===== config.mk =====
export PLATFORM = sky130hd
export DESIGN_NAME = goose_motion_ctrl
export DESIGN_NICKNAME = d
export VERILOG_FILES = /design/src/rtl/goose_motion_ctrl.sv
export SDC_FILE = /design/constraint.sdc
export NUM_CORES = 1
export LEC_CHECK = 0
export ABC_AREA = 1
export BUFFER_PORTS_ARGS = -buffer_cell sky130_fd_sc_hd__buf_2
export CAP_MARGIN = 25
export CORE_MARGIN = 3
export CORE_UTILIZATION = 50
export DETAILED_ROUTE_END_ITERATION = 7
export HOLD_SLACK_MARGIN = 0.05
export PLACE_DENSITY = 0.71
export SLEW_MARGIN = 40
export SYNTH_ARGS = -nofsm -noshare
export SYNTH_HDL_FRONTEND = slang
export SYNTH_SLANG_ARGS = --single-unit

===== constraint.sdc =====
create_clock -name clk_i -period 2.6 [get_ports clk_i]
set_input_delay 0.26 -clock clk_i [delete_from_list [all_inputs] [get_ports clk_i]]
set_output_delay 0.26 -clock clk_i [all_outputs]
set_load 0.02 [all_outputs]

===== src/rtl/goose_motion_ctrl.sv =====
// rtl/goose_motion_ctrl.sv - goose state, per-frame jump trajectory, pose, leg animation and distance
// Optional landing jump buffer: define GOOSE_JUMP_BUFFER_EN.
module goose_motion_ctrl #(
  parameter int unsigned GROUND_Y   = 380,
  parameter int unsigned JUMP_V0    = 15,
  parameter int unsigned LEG_FRAMES = 6
) (
  input  logic        clk_i,
  input  logic        reset_i,
  input  logic        frame_tick_i,
  input  logic        btn_jump_i,
  input  logic        btn_slide_i,
  input  logic        hit_i,
  input  logic        restart_i,
  output logic [9:0]  goose_y_o,
  output logic [1:0]  pose_o,
  output logic        leg_phase_o,
  output logic        playing_o,
  output logic        game_over_o,
  output logic [15:0] distance_o
);
  localparam int LW = (LEG_FRAMES > 1) ? $clog2(LEG_FRAMES) : 1;
  localparam logic [9:0] GROUND = 10'(GROUND_Y);
  localparam logic signed [5:0] V0 = $signed(6'(JUMP_V0));
  localparam logic [LW-1:0] LEG_LAST = LW'(LEG_FRAMES - 1);

  // Low two bits of the encoding are the pose code; IDLE shows the RUN pose.
  typedef enum logic [2:0] {
    ST_RUN   = 3'd0,
    ST_SLIDE = 3'd1,
    ST_JUMP  = 3'd2,
    ST_DEAD  = 3'd3,
    ST_IDLE  = 3'd4
  } state_t;

  state_t             state_q, state_d;
  logic [9:0]         y_q, y_d;
  logic signed [5:0]  vel_q, vel_d;
  logic [LW-1:0]      leg_cnt_q, leg_cnt_d;
  logic               leg_q, leg_d;
  logic [15:0]        dist_q, dist_d;
  logic               jump_prev_q;
  logic               jump_edge;
  logic signed [10:0] y_next;
  logic               landing;
  logic               rejump;
  logic               adv_dist, adv_leg;

  assign jump_edge = btn_jump_i & ~jump_prev_q;
  assign y_next    = $signed({1'b0, y_q}) - $signed({{5{vel_q[5]}}, vel_q});
  assign landing   = vel_q[5] && (y_next >= $signed({1'b0, GROUND}));

`ifdef GOOSE_JUMP_BUFFER_EN
  localparam logic signed [5:0] BUF_VEL = $signed(6'(3 - int'(JUMP_V0)));
  logic jump_buf_q, jump_buf_d;
  logic buf_set;

  assign buf_set = jump_edge && (vel_q <= BUF_VEL);
  assign rejump  = jump_buf_q | buf_set;

  always_comb begin
    jump_buf_d = jump_buf_q;
    if (state_q == ST_JUMP) begin
      if (hit_i)                         jump_buf_d = 1'b0;
      else if (frame_tick_i && landing)  jump_buf_d = 1'b0;
      else if (buf_set)                  jump_buf_d = 1'b1;
    end else if (state_q == ST_DEAD && restart_i) begin
      jump_buf_d = 1'b0;
    end
  end

  always_ff @(posedge clk_i) begin
    if (!reset_i) jump_buf_q <= 1'b0;
    else          jump_buf_q <= jump_buf_d;
  end
`else
  assign rejump = 1'b0;
`endif

  always_comb begin
    state_d  = state_q;
    y_d      = y_q;
    vel_d    = vel_q;
    adv_dist = 1'b0;
    adv_leg  = 1'b0;
    case (state_q)
      ST_IDLE: begin
        if (jump_edge) state_d = ST_RUN;
      end
      ST_RUN, ST_SLIDE: begin
        if (hit_i) begin
          state_d = ST_DEAD;
        end else begin
          adv_dist = frame_tick_i;
          adv_leg  = frame_tick_i;
          if (jump_edge) begin
            state_d = ST_JUMP;
            vel_d   = V0;
          end else begin
            state_d = btn_slide_i ? ST_SLIDE : ST_RUN;
          end
        end
      end
      ST_JUMP: begin
        if (hit_i) begin
          state_d = ST_DEAD;
        end else if (frame_tick_i) begin
          adv_dist = 1'b1;
          vel_d    = vel_q - 6'sd1;
          if (landing) begin
            y_d = GROUND;
            if (rejump) begin
              vel_d   = V0;
              state_d = ST_JUMP;
            end else begin
              vel_d   = '0;
              state_d = btn_slide_i ? ST_SLIDE : ST_RUN;
            end
          end else if (y_next[10]) begin
            y_d = '0;
          end else begin
            y_d = y_next[9:0];
          end
        end
      end
      ST_DEAD: begin
        if (restart_i) begin
          state_d = ST_IDLE;
          y_d     = GROUND;
          vel_d   = '0;
        end
      end
      default: state_d = ST_IDLE;
    endcase
  end

  always_comb begin
    dist_d    = dist_q;
    leg_cnt_d = leg_cnt_q;
    leg_d     = leg_q;
    if (state_q == ST_DEAD && restart_i) begin
      dist_d    = '0;
      leg_cnt_d = '0;
      leg_d     = 1'b0;
    end else begin
      if (adv_dist && dist_q != 16'hFFFF) dist_d = dist_q + 16'd1;
      if (adv_leg) begin
        if (leg_cnt_q == LEG_LAST) begin
          leg_cnt_d = '0;
          leg_d     = ~leg_q;
        end else begin
          leg_cnt_d = leg_cnt_q + 1'b1;
        end
      end
    end
  end

  always_ff @(posedge clk_i) begin
    if (!reset_i) begin
      state_q     <= ST_IDLE;
      y_q         <= GROUND;
      vel_q       <= '0;
      leg_cnt_q   <= '0;
      leg_q       <= 1'b0;
      dist_q      <= '0;
      jump_prev_q <= 1'b0;
    end else begin
      state_q     <= state_d;
      y_q         <= y_d;
      vel_q       <= vel_d;
      leg_cnt_q   <= leg_cnt_d;
      leg_q       <= leg_d;
      dist_q      <= dist_d;
      jump_prev_q <= btn_jump_i;
    end
  end

  assign goose_y_o   = y_q;
  assign pose_o      = state_q[1:0];
  assign leg_phase_o = leg_q;
  assign playing_o   = (state_q == ST_RUN) || (state_q == ST_SLIDE) || (state_q == ST_JUMP);
  assign game_over_o = (state_q == ST_DEAD);
  assign distance_o  = dist_q;
endmodule

==> qor.yml, run 1 <==
placement:
  gp_congestion: 0.831
  hpwlAfterDp_um: 4310
  dpl-instance-area_um2: 2780
  place_inst: 475
  portBuffers: 37
power_and_ir_drop:
  p_comb_share_pct: 53.9
  switching_power_w: 0.00114
  clockPowerShare_pct: 16.8
  leakagePower_nw: 1.31
  p_int_w: 0.00141
  power_density_nw_per_um2: 880
  switching_share_pct: 44.8
  pwr-share-seq_pct: 29.3
  ir_drop_uv: 502
finish:
  final_area_um2: 2900
  layout-drive-gt1-share_pct: 16.5
  diodes: 0
  syn_to_final_growth_pct: 14.4
  final_nets: 437
  instances_no_fill: 485
global_route:
  antenna_found_initial: 0
  grt_usage_pct: 19.4
  grt_max_degree: 15
  grt_pass1_wl_um: 9630
  grt_pass1_vias: 2247
  grt-ovfl-total: 0
synth:
  synth-simple-area-share_pct: 30.6
  ys_ff_latch: 40
  synth_top_family_by_area: "simple AND/OR/NAND/NOR gates"
  yosysUniqueCellTypes: 39
  async_flop_share_pct: 0
  ys_warn_count: 0
  synth_fp_nets: 396
  muxShareOfSynthArea_pct: 0
  synthCells: 376
  yosys_most_used_dff: "dfxtp_1"
  avgSynthCellArea_um2: 6.75
  synth_fa_ha_area_share_pct: 6.71
  synth-xor-area-share_pct: 3.50
  synth-edff-count: 0
  syn_area_um2: 2540
  synth_compound_area_share_pct: 17.5
  ys_seq_area_share_pct: 31.6
run_status:
  status: "complete, no violations"
sta:
  finalSetupViolCount: 0
  fin_skew_ns: 0.00670
  relSlewSlack_pct: 73.7
  slew_violations: 0
  hold_viol: 0
  max_freq_mhz: 427
  fin_crit_ns: 2.34
  finalCritPeriodShare_pct: 90.0
  max_slew.worst_pin.slew_ns: 0.392
floorplan:
  dieArea_um2: 5970
  placeableCoreArea_um2: 4820
  dieHeight_um: 77.2
  fp-row-count: 25
  io_pins: 38
  dieWidth_um: 77.2
  start_util_pct: 52.7
cts:
  holdBufCountCts: 0
  clk_pin_slew_worst_paths_ns: 0.08
  worstSkewPairLatency_ns: 0.29
  cts_tree: "yes"
  cts_buffer_depth: 2
  numCtsBuffers: 5
  cts.htree.levels: 2
  cts_num_sinks: 40
  clockRootBuffer: "clkbuf_8"
setup_path:
  path_max_fanout: 8
  endpoint_kind: "flip-flop"
  required_ns: 2.82
  arrival_ns: 2.56
  start_kind: "flip-flop"
  path_class: "reg -> reg"
routing:
  met2_wirelength_um: 2330
  first_pass_iters: 4
  ant_nets: 0
  avgViaCountPerCell: 5.01
  vias: 2428
  wl_um: 5380
  highest_layer: "met4"
  drcViolationCount: 0
  wl_met1_um: 2750
  wl_per_cell_um: 11.1
  drt_iter0_drc: 130
  met3_length_um: 246
job:
  drv_cap: 0
worst_hold_path:
  hold_path_class: "in -> reg"
[per-layer routing]
metal / vias up / track usage (%)
met5: - / 0
met1: 1073 / 26.6
met3: 8 / 4.23
li1: 1297 / -
met2: 50 / 30.6
met4: 0 / 5.52
[repair_timing]
action,4_1_cts,5_1_grt
buffers inserted,0,2
setup endpoints to repair,0,5
resized for setup,0,2
[placed cells by master, fill, tap and decap left out, drive strengths merged, types with 2 or more instances in the layout]
cell      instances
o21a              4
xor2              6
inv              56
clkbuf            7
clkinvlp          2
nand3            25
nand4             7
a21oi            40
nand2            92
buf              40
o21ai            30
dfxtp            40
clkinv            2
ha               12
nor3              5
xnor2             2
nor2             38
[critical path, stage by stage, from the launching register on]
cell and delay, ns:
dfxtp_1 0.41, clkinvlp_4 0.21, ha_1 0.38, a21oi_1 0.28, o21a_1 0.19, o21ai_4 0.09, xor2_4 0.18, nor2_1 0.17
nand2_1 0.09, nor2_1 0.09, nand2_1 0.05, a21oi_1 0.11
[stage by stage]
| stage | TNS [ns] | util [%] | hold slack, ns | setup slack, ns | total power [W] |
|---|---|---|---|---|---|
| floorplan | 0 | - | 0.353 | 0.540 | 0.00185 |
| global placement | 0 | 57.7 | 0.447 | 0.276 | 0.00211 |
| detailed placement | 0 | 57.7 | 0.458 | 0.257 | 0.00210 |
| CTS | 0 | 59.6 | 0.162 | 0.225 | 0.00254 |
| global route | -0.0109 | 60.3 | 0.182 | -0.0109 | 0.00281 |
| finish | 0 | 60.3 | 0.166 | 0.260 | 0.00255 |
[Yosys cell counts, types with 2 or more instances]
cell	instances	area (um^2)
nand2_1	88	330
inv_1	54	203
a21oi_1	40	200
dfxtp_1	40	801
nor2_1	34	128
o21ai_0	24	120
nand3_1	22	110
ha_1	12	150
nand4_1	7	43.8
xor2_1	5	43.8
nor3_1	4	20.0
o21a_1	4	30.0
buf_4	3	22.5
inv_2	3	11.3
nand3_2	3	30.0
o21ai_1	3	15.0
clkbuf_1	2	7.51
nand2_2	2	12.5
nand2_4	2	22.5
nor2_2	2	12.5
nor2_4	2	22.5
o21ai_4	2	32.5
xnor2_1	2	17.5
[layout make-up]
| type | count | area (um^2) |
|---|---|---|
| Fill cell | 496 | 1910 |
| Multi-Input combinational cell | 271 | 1490 |
| Sequential cell | 40 | 801 |
| Inverter | 59 | 226 |
| Timing Repair Buffer | 40 | 208 |
| Clock buffer | 7 | 86.3 |
| Tap cell | 67 | 83.8 |
| Clock inverter | 1 | 7.51 |
[sequential cells by signal, indices dropped and copies added (netlist names)]
signal,count
goose_y_o,10
state_q,3
leg_cnt_q,3
leg_phase_o,1
vel_q,6
jump_prev_q,1
distance_o,16
[final timing paths]
kind / from / end / slack (ns) / cells past startpoint
setup reg to reg: vel_q[5] / goose_y_o[7] / 0.26 / 11
hold / removal: btn_jump_i / jump_prev_q / 0.17 / 3
hold reg to reg: leg_phase_o / leg_phase_o / 0.46 / 2
setup / recovery: vel_q[5] / goose_y_o[7] / 0.26 / 11
[power groups by stage]
stage                     Combinational, W  Clock (W)  Sequential (W)
final                              0.00138   0.000429        0.000749
after global routing               0.00158   0.000468        0.000760
after CTS                          0.00135   0.000442        0.000744
after detailed placement           0.00134          0        0.000759
after global placement             0.00135          0        0.000756
after floorplan                    0.00109          0        0.000761
[cells by family (layout without fill, tap and decap cells)]
group	Yosys count	count (layout)
adder cells (fa/ha/maj)	13	13
XOR/XNOR	8	8
AO/OA/AOI/OAI	79	79
AND/OR/NAND/NOR	171	171
buffers and inverters	65	107
flip-flops	40	40
Power figures use the tool's default switching activity.
==> run 2, diff against run 1 <==
- CORE_UTILIZATION: 50 -> 57
- PLACE_DENSITY: 0.71 -> 0.8
- clock period: 2.6 -> 2.25 ns (I/O delays scaled with it)
==> qor.yml, run 2 (synthesis gave the netlist of run 1 again) <==
routing:
  vias: 2745
  drt_iter0_drc: 278
  drcViolationCount: 0
  wl_um: 6780
  first_pass_iters: 5
  avgViaCountPerCell: 5.71
  wl_per_cell_um: 14.1
  ant_nets: 0
setup_path:
  endpoint_kind: "flip-flop"
  r2r-end: "vel_q[5]"
  crit_chain: "inv_2 -> ha_4 -> inv_4 -> fa_2 -> xor2_2 -> nand3_2 -> nor2_2 -> nand3_1 -> nand2_1 -> nand2_1 -> nand2_2 -> nand2_4 -> buf_6 -> nand3_1 -> a21oi_1"
  path_class: "reg -> reg"
  critPathMaxStageDelay_ns: 0.41
  r2r_cells: 15
  start_kind: "flip-flop"
  startpoint: "goose_y_o[0]"
  arrival_ns: 2.46
  path_max_fanout: 5
  critPathBufInv: 3
  required_ns: 2.42
  path_delay_family: "simple AND/OR/NAND/NOR gates"
  reg2reg_from: "goose_y_o[0]"
  r2r_slack_ns: -0.04
  cp_slowest_cell: "fa_2"
global_route:
  antenna_found_initial: 0
  grt_usage_pct: 24.3
  grt-ovfl-total: 0
  grt_max_degree: 14
  grt_pass1_vias: 2488
  grt_pass1_wl_um: 10400
sta:
  hold_ws_ns: 0.134
  max_freq_mhz: 437
  max_slew.worst_pin.slew_ns: 0.346
  finalCritPeriodShare_pct: 102
  finalSetupViolCount: 4
  fin_skew_ns: 0.00993
  hold_viol: 0
  slew_violations: 0
  relSlewSlack_pct: 76.7
  fin_crit_ns: 2.29
  rsz0062_at_grt: "yes"
  fin_ws_ns: -0.0366
  setup_tns_ns: -0.0718
finish:
  diodes: 0
  final_nets: 450
  layout-drive-gt1-share_pct: 29.0
  layout_common_cells: "nand2_1 (77), inv_1 (48), buf_2 (37), dfxtp_1 (36), a21oi_1 (34)"
  largest_reg_flops: 16
  syn_to_final_growth_pct: 26.7
  fillers: 303
  final_common_cell: "nand2_1"
floorplan:
  dieHeight_um: 72.7
  dieWidth_um: 72.7
  fp-row-count: 23
  io_pins: 38
  dieArea_um2: 5290
  placeableCoreArea_um2: 4140
  start_util_pct: 61.2
worst_hold_path:
  hold_end: "jump_prev_q"
  holdPathStages: 3
  hold_path_class: "in -> reg"
  min_from: "btn_jump_i"
power_and_ir_drop:
  power_density_nw_per_um2: 1140
  power_w: 0.00368
  ir_drop_uv: 776
  leakagePower_nw: 1.44
placement:
  gp_congestion: 0.905
  dpl_worst_slack_ns: 0.00553
  portBuffers: 37
  hpwlAfterDp_um: 4440
cts:
  worstSkewPairLatency_ns: 0.30
  cts_buffer_depth: 2
  clockRootBuffer: "clkbuf_8"
  cts_num_sinks: 40
  clk_pin_slew_worst_paths_ns: 0.07
  numCtsBuffers: 5
  cts.htree.levels: 2
  cts_tree: "yes"
run_status:
  status: "finished, violations left"
  violations: "setup timing"
job:
  drv_cap: 0
-- run 2: cell types whose count changed in the layout (fill, tap and decap cells not counted), sizes merged --
cell | previous run | this run
clkbuf | 7 | 6
bufinv | 0 | 1
inv | 56 | 57
clkinv | 2 | 3
clkinvlp | 2 | 0
buf | 40 | 53
-- run 2: timing repair --
item	CTS	global route
buffers inserted	0	5
hold buffers	0	0
setup endpoints to repair	9	20
cloned	0	1
gates resized for setup	3	60
pin swaps	0	17
-- run 2: area by class of cell --
type | instances | area [um^2] | area share [%]
Clock inverter | 2 | 38.8 | 1.21
Timing Repair Buffer | 53 | 317 | 9.85
Clock buffer | 6 | 82.6 | 2.57
Multi-Input combinational cell | 271 | 1680 | 52.4
Sequential cell | 40 | 806 | 25.1
Tap cell | 50 | 62.6 | 1.95
Inverter | 59 | 225 | 7.01
-- run 2: through the flow --
step                cells  utilization, %  cell area (um^2)
finish                481            77.6              3210
CTS                   475            71.4              2960
detailed placement    467            68.2              2830
global placement      467            68.2              2830
global route          481            77.6              3210
floorplan             376               -              2540
-- run 2: worst max path at each step --
stage	to	slack, ns	cells past startpoint
after global placement	goose_y_o[7]	0.08	16
after global routing	vel_q[5]	-0.13	18
final	vel_q[5]	-0.04	15
after detailed placement	goose_y_o[2]	0.006	16
after CTS	goose_y_o[2]	0.005	14
after floorplan	goose_y_o[9]	0.19	17
-- run 2: power breakdown --
| group | internal [W] | leakage, nW | switching [W] |
|---|---|---|---|
| combinational | 0.000859 | 1.05 | 0.00131 |
| clock | 0.000363 | 0.0614 | 0.000265 |
| sequential | 0.000797 | 0.326 | 0.0000816 |
| total | 0.00202 | 1.44 | 0.00166 |
-- run 2: metal layers --
metal  track usage [%]  routed length [um]  share of wire, %  vias up
met3              4.82                 510               7.5       17
met1              31.7                2860                42     1269
met4              7.79                 105               1.5        0
li1                  -                   -                 -     1328
met2              40.4                3310                49      131
met5                 0                   0                 0        -
-- run 2: worst min-delay path: cells and delay by family --
family	cells	cell delay, ns
buffers and inverters	2	0.13
and+or+nand+nor	1	0.04
==> run 3, diff against run 2 <==
- HOLD_SLACK_MARGIN: 0.05 -> default
- PLACE_DENSITY: 0.8 -> 0.78
- SLEW_MARGIN: 40 -> default
==> qor.yml, run 3 (synthesis gave the netlist of run 1 again) <==
cts:
  worstSkewPairLatency_ns: 0.29
  numCtsBuffers: 5
  clockRootBuffer: "clkbuf_8"
  clk_pin_slew_worst_paths_ns: 0.08
  cts_buffer_depth: 2
  cts_tree: "yes"
  cts_num_sinks: 40
  cts.htree.levels: 2
sta:
  setup_tns_ns: -0.00322
  fin_ws_ns: -0.00322
  fin_skew_ns: 0.00408
  max_slew.worst_pin.slew_ns: 0.377
  max_freq_mhz: 444
  hold_ws_ns: 0.136
  rsz0062_at_grt: "yes"
  relSlewSlack_pct: 74.9
  hold_viol: 0
  finalSetupViolCount: 1
  slew_violations: 0
  finalCritPeriodShare_pct: 100
  fin_crit_ns: 2.25
floorplan:
  dieWidth_um: 72.7
  dieHeight_um: 72.7
  fp-row-count: 23
  placeableCoreArea_um2: 4140
  io_pins: 38
  start_util_pct: 61.2
  dieArea_um2: 5290
setup_path:
  cp_slowest_cell: "fa_2"
  cp_common_cell: "nand2_1"
  path_class: "reg -> reg"
  start_kind: "flip-flop"
  required_ns: 2.47
  startpoint: "goose_y_o[0]"
  crit_chain: "inv_2 -> ha_4 -> inv_4 -> fa_2 -> nand2_2 -> nand2_2 -> nand2_1 -> nand2_1 -> nand3_1 -> nor2_1 -> nand3_1 -> nand2_1 -> nand2_1 -> nand2_2 -> nand2_4 -> buf_6 -> nand4_1 -> a21oi_1"
  reg2reg_from: "goose_y_o[0]"
  endpoint_kind: "flip-flop"
  arrival_ns: 2.47
  critPathMaxStageDelay_ns: 0.39
  path_max_fanout: 5
finish:
  largest_reg_flops: 16
  layout-drive-gt1-share_pct: 25.2
  final_area_um2: 3090
  post-route-util_pct: 74.6
  final_common_cell: "nand2_1"
  diodes: 0
  final_nets: 447
  instances_no_fill: 478
  syn_to_final_growth_pct: 21.9
  fillers: 342
  multi_input_area_um2: 1620
  layout_common_cells: "nand2_1 (81), inv_1 (50), a21oi_1 (38), buf_2 (38), dfxtp_1 (37)"
  register_area_um2: 805
power_and_ir_drop:
  ir_drop_uv: 848
  clockPowerShare_pct: 14.8
  p_comb_share_pct: 59.9
  p_int_w: 0.00185
  switching_power_w: 0.00160
  switching_share_pct: 46.4
  pwr-share-seq_pct: 25.3
  power_density_nw_per_um2: 1120
  leakagePower_nw: 1.39
routing:
  wl_per_cell_um: 13.9
  drt_iter0_drc: 222
  first_pass_iters: 6
  wl_um: 6660
  vias: 2617
  avgViaCountPerCell: 5.47
  ant_nets: 0
  drcViolationCount: 0
placement:
  hpwlAfterDp_um: 4500
  place_inst: 465
  portBuffers: 37
  dpl-instance-area_um2: 2810
  gp_congestion: 0.962
global_route:
  grt_pass1_vias: 2331
  grt_pass1_wl_um: 10100
  grt_usage_pct: 23.7
  grt_max_degree: 13
  antenna_found_initial: 0
  grt-ovfl-total: 0
worst_hold_path:
  min_from: "btn_jump_i"
  hold_path_class: "in -> reg"
run_status:
  violations: "setup timing"
  status: "finished, violations left"
job:
  drv_cap: 0
## run 3: cell types whose count changed in the layout (fill, tap and decap cells not counted), sizes merged
| cell | previous run | this run |
|---|---|---|
| bufinv | 1 | 0 |
| clkinvlp | 0 | 1 |
| clkbuf | 6 | 7 |
| buf | 53 | 50 |
| clkinv | 3 | 2 |
## run 3: final timing paths
path	end	slack, ns	cells past startpoint
setup reg to reg	goose_y_o[9]	-0.003	18
hold reg to reg	distance_o[5]	0.47	2
setup / recovery	goose_y_o[9]	-0.003	18
hold / removal	jump_prev_q	0.14	3
## run 3: repair_timing
| action | in CTS | in global routing |
|---|---|---|
| gates resized for setup | 2 | 38 |
| cloned | 0 | 1 |
| buffers inserted | 0 | 4 |
| pin swaps | 0 | 15 |
| hold buffers | 0 | 0 |
| endpoints found under the setup margin | 1 | 19 |
## run 3: layout make-up
type	count	share of cell area [%]
inverters	59	7.28
flip-flops and latches	40	26.0
clock buffers	7	2.79
well taps	50	2.02
repair buffers	50	9.18
multi-input cells	271	52.5
clock inverters	1	0.243
## run 3: routing by layer
metal / up-vias / share of wire (%) / track usage (%) / wire, um
li1: 1317 / - / - / -
met2: 75 / 49 / 38.9 / 3250
met5: - / 0 / 0 / 0
met1: 1217 / 45 / 32.3 / 3030
met3: 8 / 4.6 / 3.72 / 304
met4: 0 / 1.1 / 6.56 / 76
## run 3: power by group through the flow
stage | clock (W) | sequential (W) | combinational, W
floorplan | 0 | 0.000880 | 0.00126
global placement | 0 | 0.000872 | 0.00161
detailed placement | 0 | 0.000873 | 0.00165
CTS | 0.000513 | 0.000860 | 0.00168
global route | 0.000543 | 0.000882 | 0.00225
finish | 0.000511 | 0.000873 | 0.00207
## run 3: through the flow
stage               setup slack [ns]  total power (W)
finish                      -0.00322          0.00346
CTS                           0.0184          0.00305
detailed placement            0.0116          0.00252
floorplan                      0.190          0.00214
global placement              0.0497          0.00248
global route                  -0.146          0.00368
## run 3: critical path: cells and delay by family, from the launching register on
family	cells	cell delay, ns
and+or+nand+nor	12	0.94
DFF	1	0.34
adders and majority gates	2	0.53
AOI/OAI and AO/OA	1	0.17
buffers and inverters	3	0.23
